<file path="src/rtl/inst_fetch_buf.sv">
// Instruction fetch buffer: issues fetch addresses to an sram-like memory and returns
// {pc, inst} to decode in order. Define IF_ADEL_CHECK_EN to trap misaligned fetch_pc as adel.
module inst_fetch_buf #(
   parameter int DEPTH = 4
) (
   input  logic        clk,
   input  logic        resetn,
   input  logic        fetch_valid,
   input  logic [31:0] fetch_pc,
   output logic        fetch_ready,
   input  logic        flush,
   output logic        inst_req,
   output logic [31:0] inst_addr,
   input  logic        inst_addr_ok,
   input  logic        inst_data_ok,
   input  logic [31:0] inst_rdata,
`ifdef IF_ADEL_CHECK_EN
   output logic        out_adel,
`endif
   output logic        out_valid,
   input  logic        out_ready,
   output logic [31:0] out_pc,
   output logic [31:0] out_inst
);
   localparam int PW = $clog2(DEPTH);
   localparam int DW = $clog2(DEPTH + 1);
   localparam int CW = PW + 2;
   localparam logic [PW:0]   P_ONE = 1;
   localparam logic [DW-1:0] D_ONE = 1;

   logic [PW:0]   wptr_q, wptr_d, fptr_q, fptr_d, rptr_q, rptr_d;
   logic [DW-1:0] dcnt_q, dcnt_d;
   logic [31:0]   pc_q   [DEPTH];
   logic [31:0]   inst_q [DEPTH];

   logic [PW:0]   occ, inflight;
   logic [CW-1:0] used;
   logic          room, req_acc, adel_acc, fill, drop, pop;

   // Slots still owed a discarded data_ok beat count against capacity.
   assign occ      = wptr_q - rptr_q;
   assign inflight = wptr_q - fptr_q;
   assign used     = CW'(occ) + CW'(dcnt_q);
   assign room     = used < CW'(DEPTH);

`ifdef IF_ADEL_CHECK_EN
   logic misal;
   logic adel_q [DEPTH];
   assign misal    = fetch_pc[1:0] != 2'b00;
   assign inst_req = fetch_valid & room & ~flush & ~misal;
   // Only taken once all earlier requests have filled, so order is kept.
   assign adel_acc = fetch_valid & room & ~flush & misal & (wptr_q == fptr_q);
   assign out_adel = adel_q[rptr_q[PW-1:0]];
`else
   assign inst_req = fetch_valid & room & ~flush;
   assign adel_acc = 1'b0;
`endif

   assign inst_addr   = fetch_pc;
   assign req_acc     = inst_req & inst_addr_ok;
   assign fetch_ready = req_acc | adel_acc;

   assign drop = inst_data_ok & (dcnt_q != '0);
   assign fill = inst_data_ok & (dcnt_q == '0) & ~flush;

   assign out_valid = rptr_q != fptr_q;
   assign out_pc    = pc_q[rptr_q[PW-1:0]];
   assign out_inst  = inst_q[rptr_q[PW-1:0]];
   assign pop       = out_valid & out_ready & ~flush;

   always_comb begin
      wptr_d = wptr_q;
      fptr_d = fptr_q;
      rptr_d = rptr_q;
      dcnt_d = dcnt_q;
      if (flush) begin
         // Any beat returning this cycle is pre-flush and already in inflight or dcnt.
         wptr_d = rptr_q;
         fptr_d = rptr_q;
         dcnt_d = DW'(CW'(dcnt_q) + CW'(inflight) - CW'(inst_data_ok));
      end else begin
         if (fetch_ready)       wptr_d = wptr_q + P_ONE;
         if (fill | adel_acc)   fptr_d = fptr_q + P_ONE;
         if (pop)               rptr_d = rptr_q + P_ONE;
         if (drop)              dcnt_d = dcnt_q - D_ONE;
      end
   end

   always_ff @(posedge clk) begin
      if (!resetn) begin
         wptr_q <= '0;
         fptr_q <= '0;
         rptr_q <= '0;
         dcnt_q <= '0;
         for (int i = 0; i < DEPTH; i++) begin
            pc_q[i]   <= '0;
            inst_q[i] <= '0;
`ifdef IF_ADEL_CHECK_EN
            adel_q[i] <= 1'b0;
`endif
         end
      end else begin
         wptr_q <= wptr_d;
         fptr_q <= fptr_d;
         rptr_q <= rptr_d;
         dcnt_q <= dcnt_d;
         if (fetch_ready) begin
            pc_q[wptr_q[PW-1:0]] <= fetch_pc;
`ifdef IF_ADEL_CHECK_EN
            adel_q[wptr_q[PW-1:0]] <= adel_acc;
`endif
         end
         if (adel_acc)
            inst_q[wptr_q[PW-1:0]] <= '0;
         else if (fill)
            inst_q[fptr_q[PW-1:0]] <= inst_rdata;
      end
   end

endmodule

</file>
<file path="config.mk">
export PLATFORM = sky130hd
export DESIGN_NAME = inst_fetch_buf
export DESIGN_NICKNAME = d
export VERILOG_FILES = /design/src/rtl/inst_fetch_buf.sv
export SDC_FILE = /design/constraint.sdc
export NUM_CORES = 1
export LEC_CHECK = 0
export CELL_PAD_IN_SITES_DETAIL_PLACEMENT = 0
export CELL_PAD_IN_SITES_GLOBAL_PLACEMENT = 2
export CORE_MARGIN = 2
export CORE_UTILIZATION = 35
export DETAILED_ROUTE_END_ITERATION = 10
export GPL_ROUTABILITY_DRIVEN = 0
export GPL_TIMING_DRIVEN = 0
export PLACE_DENSITY = 0.87
export SYNTH_ARGS = -nofsm -noshare
export SYNTH_HDL_FRONTEND = slang
export SYNTH_SLANG_ARGS = --single-unit
</file>
<file path="constraint.sdc">
create_clock -name clk -period 5.3 [get_ports clk]
set_input_delay 0.795 -clock clk [delete_from_list [all_inputs] [get_ports clk]]
set_output_delay 0.795 -clock clk [all_outputs]
set_load 0.01 [all_outputs]
</file>
==> results of run 1 <==
[power by group]
| group | internal [uW] | total (uW) | switching (uW) |
|---|---|---|---|
| combinational | 433 | 860 | 427 |
| clock | 1220 | 1990 | 773 |
| sequential | 2480 | 2520 | 45.8 |
| total | 4130 | 5380 | 1250 |
[how the worst max path moves through the flow]
stage,slack [ns],start,endpoint,depth (start not counted)
5_1_grt,0.10,wptr_q[0]$_SDFFE_PN0P_,fetch_ready,14
3_5_place_dp,0.80,wptr_q[0]$_SDFFE_PN0P_,fetch_ready,14
4_1_cts,0.20,wptr_q[0]$_SDFFE_PN0P_,fetch_ready,14
2_1_floorplan,0.51,wptr_q[0]$_SDFFE_PN0P_,pc_q[1][0]$_SDFFCE_PN0P_,13
3_3_place_gp,-1.19,inst_data_ok,inst_q[2][16]$_SDFFCE_PN0P_,5
6_report,0.36,wptr_q[0]$_SDFFE_PN0P_,fetch_ready,14
[timing repair]
action                                  4_1_cts  5_1_grt
endpoints found under the hold margin         0        0
endpoints found under the setup margin        0        1
gates resized for setup                       0        1
[cell type report]
class                      instances  area share (%)
antenna                            2          0.0320
buffer                            81            3.26
clock buffer                      33            4.47
clock inverter                    15            1.42
inverter                          19           0.536
multi-input combinational        443            23.6
sequential                       270            51.0
tap                              455            3.64
timing repair buffer             177            12.0
[stage by stage]
step / area [um^2] / util, % / cells
6_report: 15600 / 45.5 / 1495
5_1_grt: 15600 / 45.5 / 1494
4_1_cts: 15600 / 45.5 / 1493
3_5_place_dp: 14700 / 42.8 / 1445
3_3_place_gp: 14400 / 42.0 / 1436
2_1_floorplan: 12200 / - / 813
[cells by family after synthesis]
logic type / synth area share [%]
fa+ha+maj: 1.75
flops: 65.4
compound gates: 1.59
xor+xnor: 0.791
buf+inv: 4.87
simple gates: 13.8
mux: 11.8
[state kept, by name, indices dropped and copies added (netlist names), named ones only]
register	count
inst_q	128
pc_q	128
dcnt_q	3
fptr_q	3
rptr_q	3
wptr_q	3
[worst max-delay path: cells and delay by family, from the launching register on]
family / cells / cell delay [ns]
xor gates and xnor gates: 2 / 0.30
adders and majority gates: 3 / 0.81
buffers and inverters: 6 / 1.16
DFF: 1 / 0.42
and+or+nand+nor: 3 / 0.94
[cells in the mapped netlist (all sizes together), types with 5 or more instances]
| library cell | count |
|---|---|
| inv | 18 |
| mux4 | 64 |
| ha | 9 |
| xnor2 | 7 |
| fa | 5 |
| nand2 | 37 |
| nor3 | 5 |
| dfxtp | 14 |
| and2 | 131 |
| buf | 48 |
| edfxtp | 256 |
| nor2 | 130 |
| o21ai | 9 |
| nand3 | 9 |
| clkbuf | 33 |
[metal layers]
layer	part of all wire, %	wire (um)
met3	5.1	1360
met4	1.4	376
met2	53	14300
met5	0	0
met1	40	10900
==> key figures, run 1 <==
Worst setup path
  • Arrival time worst endpoint: slightly above 4 ns
  • Worst-path fanout max: 8
  • Crit path launch type: flop
  • Worst Reg-to-Reg Cells: 14
  • WP data required: 4.51 ns
  • Critical-path cell list: inv_2 -> ha_1 -> inv_1 -> fa_1 -> xor2_1 -> xnor2_1 -> ha_1 -> or4b_1 -> or3_1 -> buf_6 -> clkinv_8 -> nand2_4 -> inv_1 -> clkdlybuf4s50_1
  • Worst R2R Start: wptr_q[0]$_SDFFE_PN0P_
  • Critical path class: flop to output port
  • Slowest cell on crit path: clkdlybuf4s50_1
  • Reg2Reg Capture Point: pc_q[0][27]$_SDFFCE_PN0P_
  • Setup slack, reg-to-reg: between 1 and 1.5 ns
  • Crit-path max cell delay: 0.55 ns
  • Crit. End Element: output port

Route
  • DR iter-0 viols: approximately 350
  • Routed Antenna Nets: 0
  • Drt total wl: 26.9 mm
  • DR vias/cell: 4.66
  • DR DRC count: 0
  • First-pass iteration count of the detailed router: 5
  • Avg WL per Cell: 18.0 um
  • Vias: 6,963

Floorplan
  • Initial Util: 35.4%
  • Die Span Y: 191 um
  • Core box area: around 0.034 mm^2
  • Die footprint: 0.0363 mm^2
  • Ports: 170
  • Die span in x: 191 um
  • Rows: 68

Yosys
  • Syn nets: between 800 and 900
  • Dominant cells by area after synthesis: edfxtp_1 63%, mux4_2 12%, and2_1 6.7%
  • Synth unique cells: between 40 and 50
  • Synth top area share: 63.1%
  • Async set-reset flop share out of synthesis: 0%
  • Top FF cell, synth: edfxtp_1
  • Cell Area, Synth: 0.0122 mm^2
  • Synth Warn #: 0
  • Sequential element share of the synthesized area: about two thirds
  • Dominant cell type by area after synthesis: edfxtp_1
  • Number of flops mapped to enable cells by yosys: 256
  • Synth Register Bits: between 200 and 300
  • Syn avg cell area: 15.0 um^2
  • Gate Count Post-Synth: 813

Place
  • Place WS: 0.798 ns
  • HPWL Detailed: 18.4 mm
  • PortBufs: 168

Final layout
  • Reg area: roughly 0.008 mm^2
  • Most frequent cells in the layout: 256 x edfxtp_1, 168 x clkdlybuf4s50_1, 131 x and2_1
  • Nets: 1,104
  • Area of the multi-input gates: approximately 0.0037 mm^2
  • P&R area growth vs syn: 28.3%
  • Layout cells sized above 1: 17.1%
  • Commonest non-fill, non-tap cell in the layout: edfxtp_1
  • Filler Cells Inserted: around 3,100

Clock network
  • Clock-pin slew on the worst setup and hold paths: 0.06 ns
  • Latest clock arrival within the worst-skew pair: 0.52 ns
  • Total CTS buffers: 27
  • Cts hold-fix bufs: 0
  • Postcts setup bufs: 0
  • CTS sink count: 270
  • Clock Tree Root: clkbuf_16
  • H-tree depth: 1
  • CTS tree: yes
  • Clock buffer depth: 3

Run status
  • Outcome: finished, final reports clean

Pwr
  • Design Power: roughly 5400 uW
  • Power Dens Cells: 344 mW/mm^2
  • Leak: around 0.0055 uW
  • Peak supply drop: 0.196 mV

Global route
  • Gr busiest metal: met2
  • Met3 Usage GRT: 2.21%
  • Vias in the first global route: 7,391
  • Gr ovfl total: 0
  • GR Util met2: 26.8%
  • Total track usage: 14.8%
  • First-pass GRT wire length: approximately 41 mm
  • Largest net degree at the start of global routing: 26
  • M1 GR Usage: 18.7%
  • Initial antenna violation count: 1

STA
  • Period minus WS final: 4.94 ns
  • Setup violations, final: 0
  • Final worst-path cycle share: 93.1%
  • Fin worst setup slack: 0.365 ns
  • Layout Skew: 0.0103 ns
  • Worst slew pin tran: 0.976 ns
  • Hold Vio Cnt, Final: 0
  • Fin. max-slew vios: 0
  • Max Freq: 203 MHz
  • RSZ-0062 raised after global routing: no
  • Rel. slew slack: 34.9%
  • Sum Neg Setup Slack: 0 ns
  • WHS: 0.562 ns

Hold path
  • Worst hold path startpoint: rptr_q[1]$_SDFFE_PN0P_
  • Hold Crit Class: flop to flop
  • Hold depth: 2

Job
  • Max_cap viols: 0
Note: power is estimated with default switching activity, not from simulation.
==> inputs of run 2 (changes only) <==
--- a/config.mk
+++ b/config.mk
@@ -8,11 +8,12 @@
 export CELL_PAD_IN_SITES_DETAIL_PLACEMENT = 0
 export CELL_PAD_IN_SITES_GLOBAL_PLACEMENT = 2
 export CORE_MARGIN = 2
-export CORE_UTILIZATION = 35
+export CORE_UTILIZATION = 39
 export DETAILED_ROUTE_END_ITERATION = 10
 export GPL_ROUTABILITY_DRIVEN = 0
 export GPL_TIMING_DRIVEN = 0
-export PLACE_DENSITY = 0.87
+export MAX_ROUTING_LAYER = met4
+export PLACE_DENSITY = 0.91
 export SYNTH_ARGS = -nofsm -noshare
 export SYNTH_HDL_FRONTEND = slang
 export SYNTH_SLANG_ARGS = --single-unit
==> constraint.sdc (replaced) <==
create_clock -name clk -period 5.65 [get_ports clk]
set_input_delay 0.8475 -clock clk [delete_from_list [all_inputs] [get_ports clk]]
set_output_delay 0.8475 -clock clk [all_outputs]
set_load 0.01 [all_outputs]
==> run 2 against run 1 <==
Compared with the run above:
- via count grew 0.52%
- final cell count shrank 3.8%
- global-route usage grew 2.2 points
- first-iteration DRC count grew 71%
- largest power group unchanged
- cell area shrank 0.87%
- setup slack gained 0.16 ns
- clock-buffer cell count grew 5
- critical path type unchanged
- clock skew grew 0.0017 ns
- critical endpoint unchanged
- die area shrank 10%
- highest routed layer unchanged
- register-to-register slack gained 0.20 ns
==> key figures, run 2 (synthesis gave the netlist of run 1 again) <==
STA
  • RSZ-0062 raised after global routing: no
  • Fin. max-slew vios: 0
  • Period minus WS final: 5.12 ns
  • Hold Vio Cnt, Final: 0
  • Max Freq: 195 MHz
  • Setup violations, final: 0
  • Worst slew pin tran: 1.00 ns
  • Layout Skew: 0.0120 ns
  • Final worst-path cycle share: roughly 91%
  • Rel. slew slack: 33.2%

Floorplan
  • Rows: 64
  • Core box area: just over 0.03 mm^2
  • Die Span Y: approximately 180 um
  • Ports: 170
  • Initial Util: 39.7%
  • Die footprint: 0.0327 mm^2
  • Die span in x: 181 um

Final layout
  • Regs by FF count: inst_q (128), pc_q (128)
  • Filler Cells Inserted: 2,577
  • Area of the multi-input gates: 0.00369 mm^2
  • ANT cells: 0
  • Post-route core utilization: 50.5%
  • Commonest non-fill, non-tap cell in the layout: edfxtp_1
  • Layout Cells excl Fill: 1,438
  • Most frequent cells in the layout: 256 x edfxtp_1, 168 x clkdlybuf4s50_1, 131 x and2_1
  • Reg area: 0.00797 mm^2
  • Layout cells sized above 1: approximately 17%
  • P&R area growth vs syn: 27.2%
  • Nets: roughly 1,100

Clock network
  • Cts hold-fix bufs: 0
  • Postcts setup bufs: 0
  • Resize count post-CTS: 0
  • H-tree depth: 1
  • Latest clock arrival within the worst-skew pair: 0.53 ns
  • CTS sink count: 270
  • Total CTS buffers: 28
  • Clock buffer depth: 3
  • Clock-pin slew on the worst setup and hold paths: 0.06 ns
  • Clock Tree Root: clkbuf_16
  • CTS tree: yes

Worst setup path
  • Top cell family by delay on the critical path: buffers and inverters
  • Crit-path max cell delay: about 0.55 ns
  • Worst-path fanout max: 8
  • Slowest cell on crit path: clkdlybuf4s50_1
  • Critical path class: flop to output port
  • Most used cell, CP: inv_1
  • Crit. End Element: output port
  • Crit path launch type: flop
  • Critical-path cell list: inv_1 -> ha_1 -> inv_1 -> fa_1 -> xor2_1 -> xnor2_1 -> ha_1 -> or4b_1 -> or3_1 -> buf_6 -> clkinv_8 -> nand2_4 -> inv_1 -> clkdlybuf4s50_1
  • Arrival time worst endpoint: 4.27 ns
  • WP data required: 4.80 ns
  • CP bufs+invs: 6

Global route
  • First-pass GRT wire length: 42.2 mm
  • Initial antenna violation count: 0
  • Total track usage: 17.1%
  • Largest net degree at the start of global routing: 33
  • Vias in the first global route: approximately 7,600
  • Gr ovfl total: 0

Route
  • First-pass iteration count of the detailed router: 5
  • DR DRC count: 0
  • Vias: 6,999
  • Routed Antenna Nets: 0
  • Avg WL per Cell: ~19 um
  • DR iter-0 viols: 590
  • DR vias/cell: 4.87
  • Drt total wl: 26.9 mm

Place
  • HPWL Detailed: 17.9 mm
  • Placed Cells: roughly 1,400
  • PortBufs: 168

Pwr
  • Peak supply drop: 0.255 mV
  • Leak: 0.00548 uW
  • Power Dens Cells: 316 mW/mm^2

Run status
  • Outcome: finished, final reports clean

Hold path
  • Hold Crit Class: flop to flop

Job
  • Max_cap viols: 0
-- run 2: layer usage --
layer	vias to the layer above	part of all wire, %	track usage, %
met5	-	0	-
met4	0	1.2	3.65
met3	23	4.5	2.14
met2	157	53	29.9
met1	3482	41	21.3
li1	3337	-	-
-- run 2: metrics by stage --
stage / power [uW] / hold slack, ns / setup TNS [ns] / area, um^2 / worst slack (ns)
6_report: 4900 / 0.624 / 0 / 15500 / 0.529
5_1_grt: 5100 / 0.674 / 0 / 15500 / 0.273
4_1_cts: 4960 / 0.626 / 0 / 15500 / 0.486
3_5_place_dp: 3230 / 0.577 / 0 / 14600 / 1.09
3_3_place_gp: 3200 / 0.558 / -249.60 / 14400 / -2.04
2_1_floorplan: 2850 / 0.509 / -0.393 / 12200 / -0.00556
-- run 2: area by class of cell --
type	instances	area share, %
sequential	270	51.4
multi-input combinational	443	23.8
timing repair buffer	177	12.2
clock buffer	38	4.90
buffer	81	3.29
tap	396	3.20
clock inverter	14	0.630
inverter	19	0.541
-- run 2: power breakdown --
group	internal, uW	switching, uW	leakage, uW
Clock	987	737	0.000421
Combinational	407	403	0.00230
Sequential	2320	44.4	0.00276
-- run 2: worst paths after layout --
path                          startpoint                        end  slack [ns]  cells past startpoint
setup / recovery  wptr_q[0]$_SDFFE_PN0P_                fetch_ready        0.53                     14
hold / removal    rptr_q[1]$_SDFFE_PN0P_     rptr_q[1]$_SDFFE_PN0P_        0.62                      2
setup reg to reg  wptr_q[0]$_SDFFE_PN0P_  pc_q[0][29]$_SDFFCE_PN0P_        1.38                     14
hold reg to reg   rptr_q[1]$_SDFFE_PN0P_     rptr_q[1]$_SDFFE_PN0P_        0.62                      2
-- run 2: worst register-to-register path: cells and delay by family (launching register included) --
family | cells | cell delay (ns)
buffers and inverters | 5 | 0.83
AND/OR/NAND/NOR | 3 | 1.04
flip-flops | 1 | 0.40
adder cells (fa/ha/maj) | 3 | 0.83
XOR/XNOR | 2 | 0.33
AO/OA/AOI/OAI | 1 | 0.54
==> inputs of run 3 (changes only) <==
--- a/config.mk
+++ b/config.mk
@@ -14,6 +14,7 @@
 export GPL_TIMING_DRIVEN = 0
 export MAX_ROUTING_LAYER = met4
 export PLACE_DENSITY = 0.91
+export RECOVER_POWER = 100
 export SYNTH_ARGS = -nofsm -noshare
 export SYNTH_HDL_FRONTEND = slang
 export SYNTH_SLANG_ARGS = --single-unit
==> constraint.sdc (replaced) <==
create_clock -name clk -period 5.1 [get_ports clk]
set_input_delay 0.765 -clock clk [delete_from_list [all_inputs] [get_ports clk]]
set_output_delay 0.765 -clock clk [all_outputs]
set_load 0.01 [all_outputs]
==> run 3 against run 2 <==
Compared with the run above:
- the run now ends with max-capacitance violations, max-slew violations left
- clock skew shrank 0.0044 ns
- die area is the same
- non-clock buffer count shrank 1
- flip-flop and latch count is the same
- cell area shrank 2.5%
- combinational power grew 1%
- first-iteration DRC count grew 3.4%
- largest power group unchanged
- critical endpoint is now pc_q[3][27]$_DFFE_PP_
- clock-buffer cell count shrank 11
- routed wire length shrank 0.26%
- register-to-register slack lost 1.1 ns
- total power grew 7.1%
==> key figures, run 3 (synthesis gave the netlist of run 1 again) <==
Worst setup path
  • WP data required: 5.28 ns
  • Critical path class: flop to flop
  • Worst-path fanout max: 16
  • Worst Reg-to-Reg Cells: 14
  • Arrival time worst endpoint: approximately 5.0 ns
  • Crit. End Element: flop
  • Crit path launch type: flop

Route
  • DR DRC count: 0
  • Routed Antenna Nets: 0
  • Avg WL per Cell: 18.7 um
  • DR iter-0 viols: 610
  • DR vias/cell: 4.92
  • Vias: 7,052
  • Drt total wl: 26.8 mm
  • First-pass iteration count of the detailed router: 4

STA
  • Rel. slew slack: -17.6%
  • Layout Skew: 0.00760 ns
  • Max Freq: 207 MHz
  • RSZ-0062 raised after global routing: no
  • Worst slew pin tran: about 1.8 ns
  • Setup violations, final: 0
  • Hold Vio Cnt, Final: 0
  • WHS: 0.588 ns
  • Fin. max-slew vios: about 100
  • Period minus WS final: 4.84 ns
  • Final worst-path cycle share: 94.9%

Clock network
  • CTS tree: yes
  • Clock-pin slew on the worst setup and hold paths: around 0.060 ns
  • CTS sink count: 270
  • H-tree depth: 1
  • Latest clock arrival within the worst-skew pair: 0.53 ns
  • Total CTS buffers: 27
  • Clock Tree Root: clkbuf_16
  • Clock buffer depth: 3

Global route
  • Initial antenna violation count: 0
  • Largest net degree at the start of global routing: 33
  • Gr ovfl total: 0
  • Vias in the first global route: ~7,500
  • Total track usage: 17.1%
  • First-pass GRT wire length: 42.4 mm

Floorplan
  • Core box area: roughly 0.031 mm^2
  • Die span in x: 181 um
  • Die footprint: 0.0327 mm^2
  • Initial Util: 39.7%
  • Ports: 170
  • Die Span Y: approximately 180 um
  • Rows: 64

Pwr
  • Clock power share: 34.4%
  • Power Dens Cells: 348 mW/mm^2
  • Sequential share of power: 50.0%
  • Psw: 1280 uW
  • P_int: 3970 uW
  • Sw frac: between 20% and 30%
  • Leak: ~0.0053 uW
  • Peak supply drop: 0.243 mV
  • Gate power share: 15.6%

Final layout
  • Regs by FF count: inst_q (128), pc_q (128)
  • Most frequent cells in the layout: 256 x edfxtp_1, 130 x nor2_1, 94 x dlygate4sd3_1
  • Post-route cell area: 0.0151 mm^2
  • ANT cells: 0
  • Commonest non-fill, non-tap cell in the layout: edfxtp_1
  • Nets: ~1,100
  • Filler Cells Inserted: approximately 2,700
  • Layout cells sized above 1: between 10% and 20%
  • P&R area growth vs syn: 24.0%

Run status
  • Failing checks: max-capacitance violations, max-slew violations
  • Outcome: finished, violations left

Place
  • PortBufs: 168
  • HPWL Detailed: 18.1 mm
  • Placed instance area: between 0.01 and 0.015 mm^2

Hold path
  • Hold Crit Class: flop to flop
  • Hold depth: 2

Job
  • Max_cap viols: 4
run 3: changes by cell type in the layout (fill, tap and decap cells not counted), sizes merged:
cell           previous run  this run
clkbuf                   71        78
buf                      57        38
clkinv                   13        18
clkinvlp                  0         2
inv                      19        18
clkdlybuf4s50           168        74
dlygate4sd3               0        94
run 3: per-layer routing:
layer	vias up	GRT usage, %	part of all wire [%]
met1	3546	22.5	44
met3	36	2.02	3.9
li1	3323	-	-
met2	147	28.7	51
met5	-	-	0
met4	0	3.65	1.5
run 3: critical path, stage by stage, from the launching register on:
cell and delay (ns):
dfxtp_1 0.47, ha_1 0.20, inv_1 0.05, fa_1 0.37
xor2_1 0.16, xnor2_1 0.19, ha_1 0.25, or4b_1 0.51
or3_1 0.37, buf_6 0.17, clkinv_8 0.07, nand2_4 0.05
o31ai_1 0.95, buf_8 0.26, buf_2 0.40
run 3: layout make-up:
cell class	count	area [um^2]	area share [%]
sequential	270	7970	52.7
multi-input combinational	443	3580	23.7
timing repair buffer	176	1760	11.6
clock buffer	27	676	4.47
tap	396	495	3.28
buffer	81	432	2.86
clock inverter	20	116	0.770
inverter	19	86.3	0.571
run 3: power groups by stage:
| stage | combinational, uW | sequential [uW] | clock (uW) |
|---|---|---|---|
| floorplan | 497 | 2660 | 0 |
| CTS | 908 | 2620 | 1840 |
| global route | 901 | 2640 | 1920 |
| global placement | 875 | 2670 | 0 |
| detailed placement | 904 | 2670 | 0 |
| finish | 821 | 2620 | 1810 |
run 3: path summary, 6_finish.rpt:
kind                           from                endpoint  slack (ns)
min reg2reg  rptr_q[1]$_SDFFE_PN0P_  rptr_q[1]$_SDFFE_PN0P_        0.59
min          rptr_q[1]$_SDFFE_PN0P_  rptr_q[1]$_SDFFE_PN0P_        0.59
max          rptr_q[0]$_SDFFE_PN0P_   pc_q[3][27]$_DFFE_PP_        0.26
max reg2reg  rptr_q[0]$_SDFFE_PN0P_   pc_q[3][27]$_DFFE_PP_        0.26
run 3: per-stage QoR:
stage               power [uW]  util, %  setup WS [ns]  TNS (ns)  std cells
finish                    5250     49.3          0.262         0       1432
global route              5460     49.3        0.00834         0       1432
CTS                       5370     50.1         0.0114         0       1432
detailed placement        3570     47.5          0.599         0       1385
global placement          3550     46.8          -1.28   -213.55       1377
floorplan                 3150        -          0.312         0        813
run 3: timing repair:
item                                    CTS  global route
endpoints found under the setup margin    0             1
buffers inserted                          0             0
hold endpoints to repair                  0             0
hold buffers                              0             0
resized for setup                         0             2
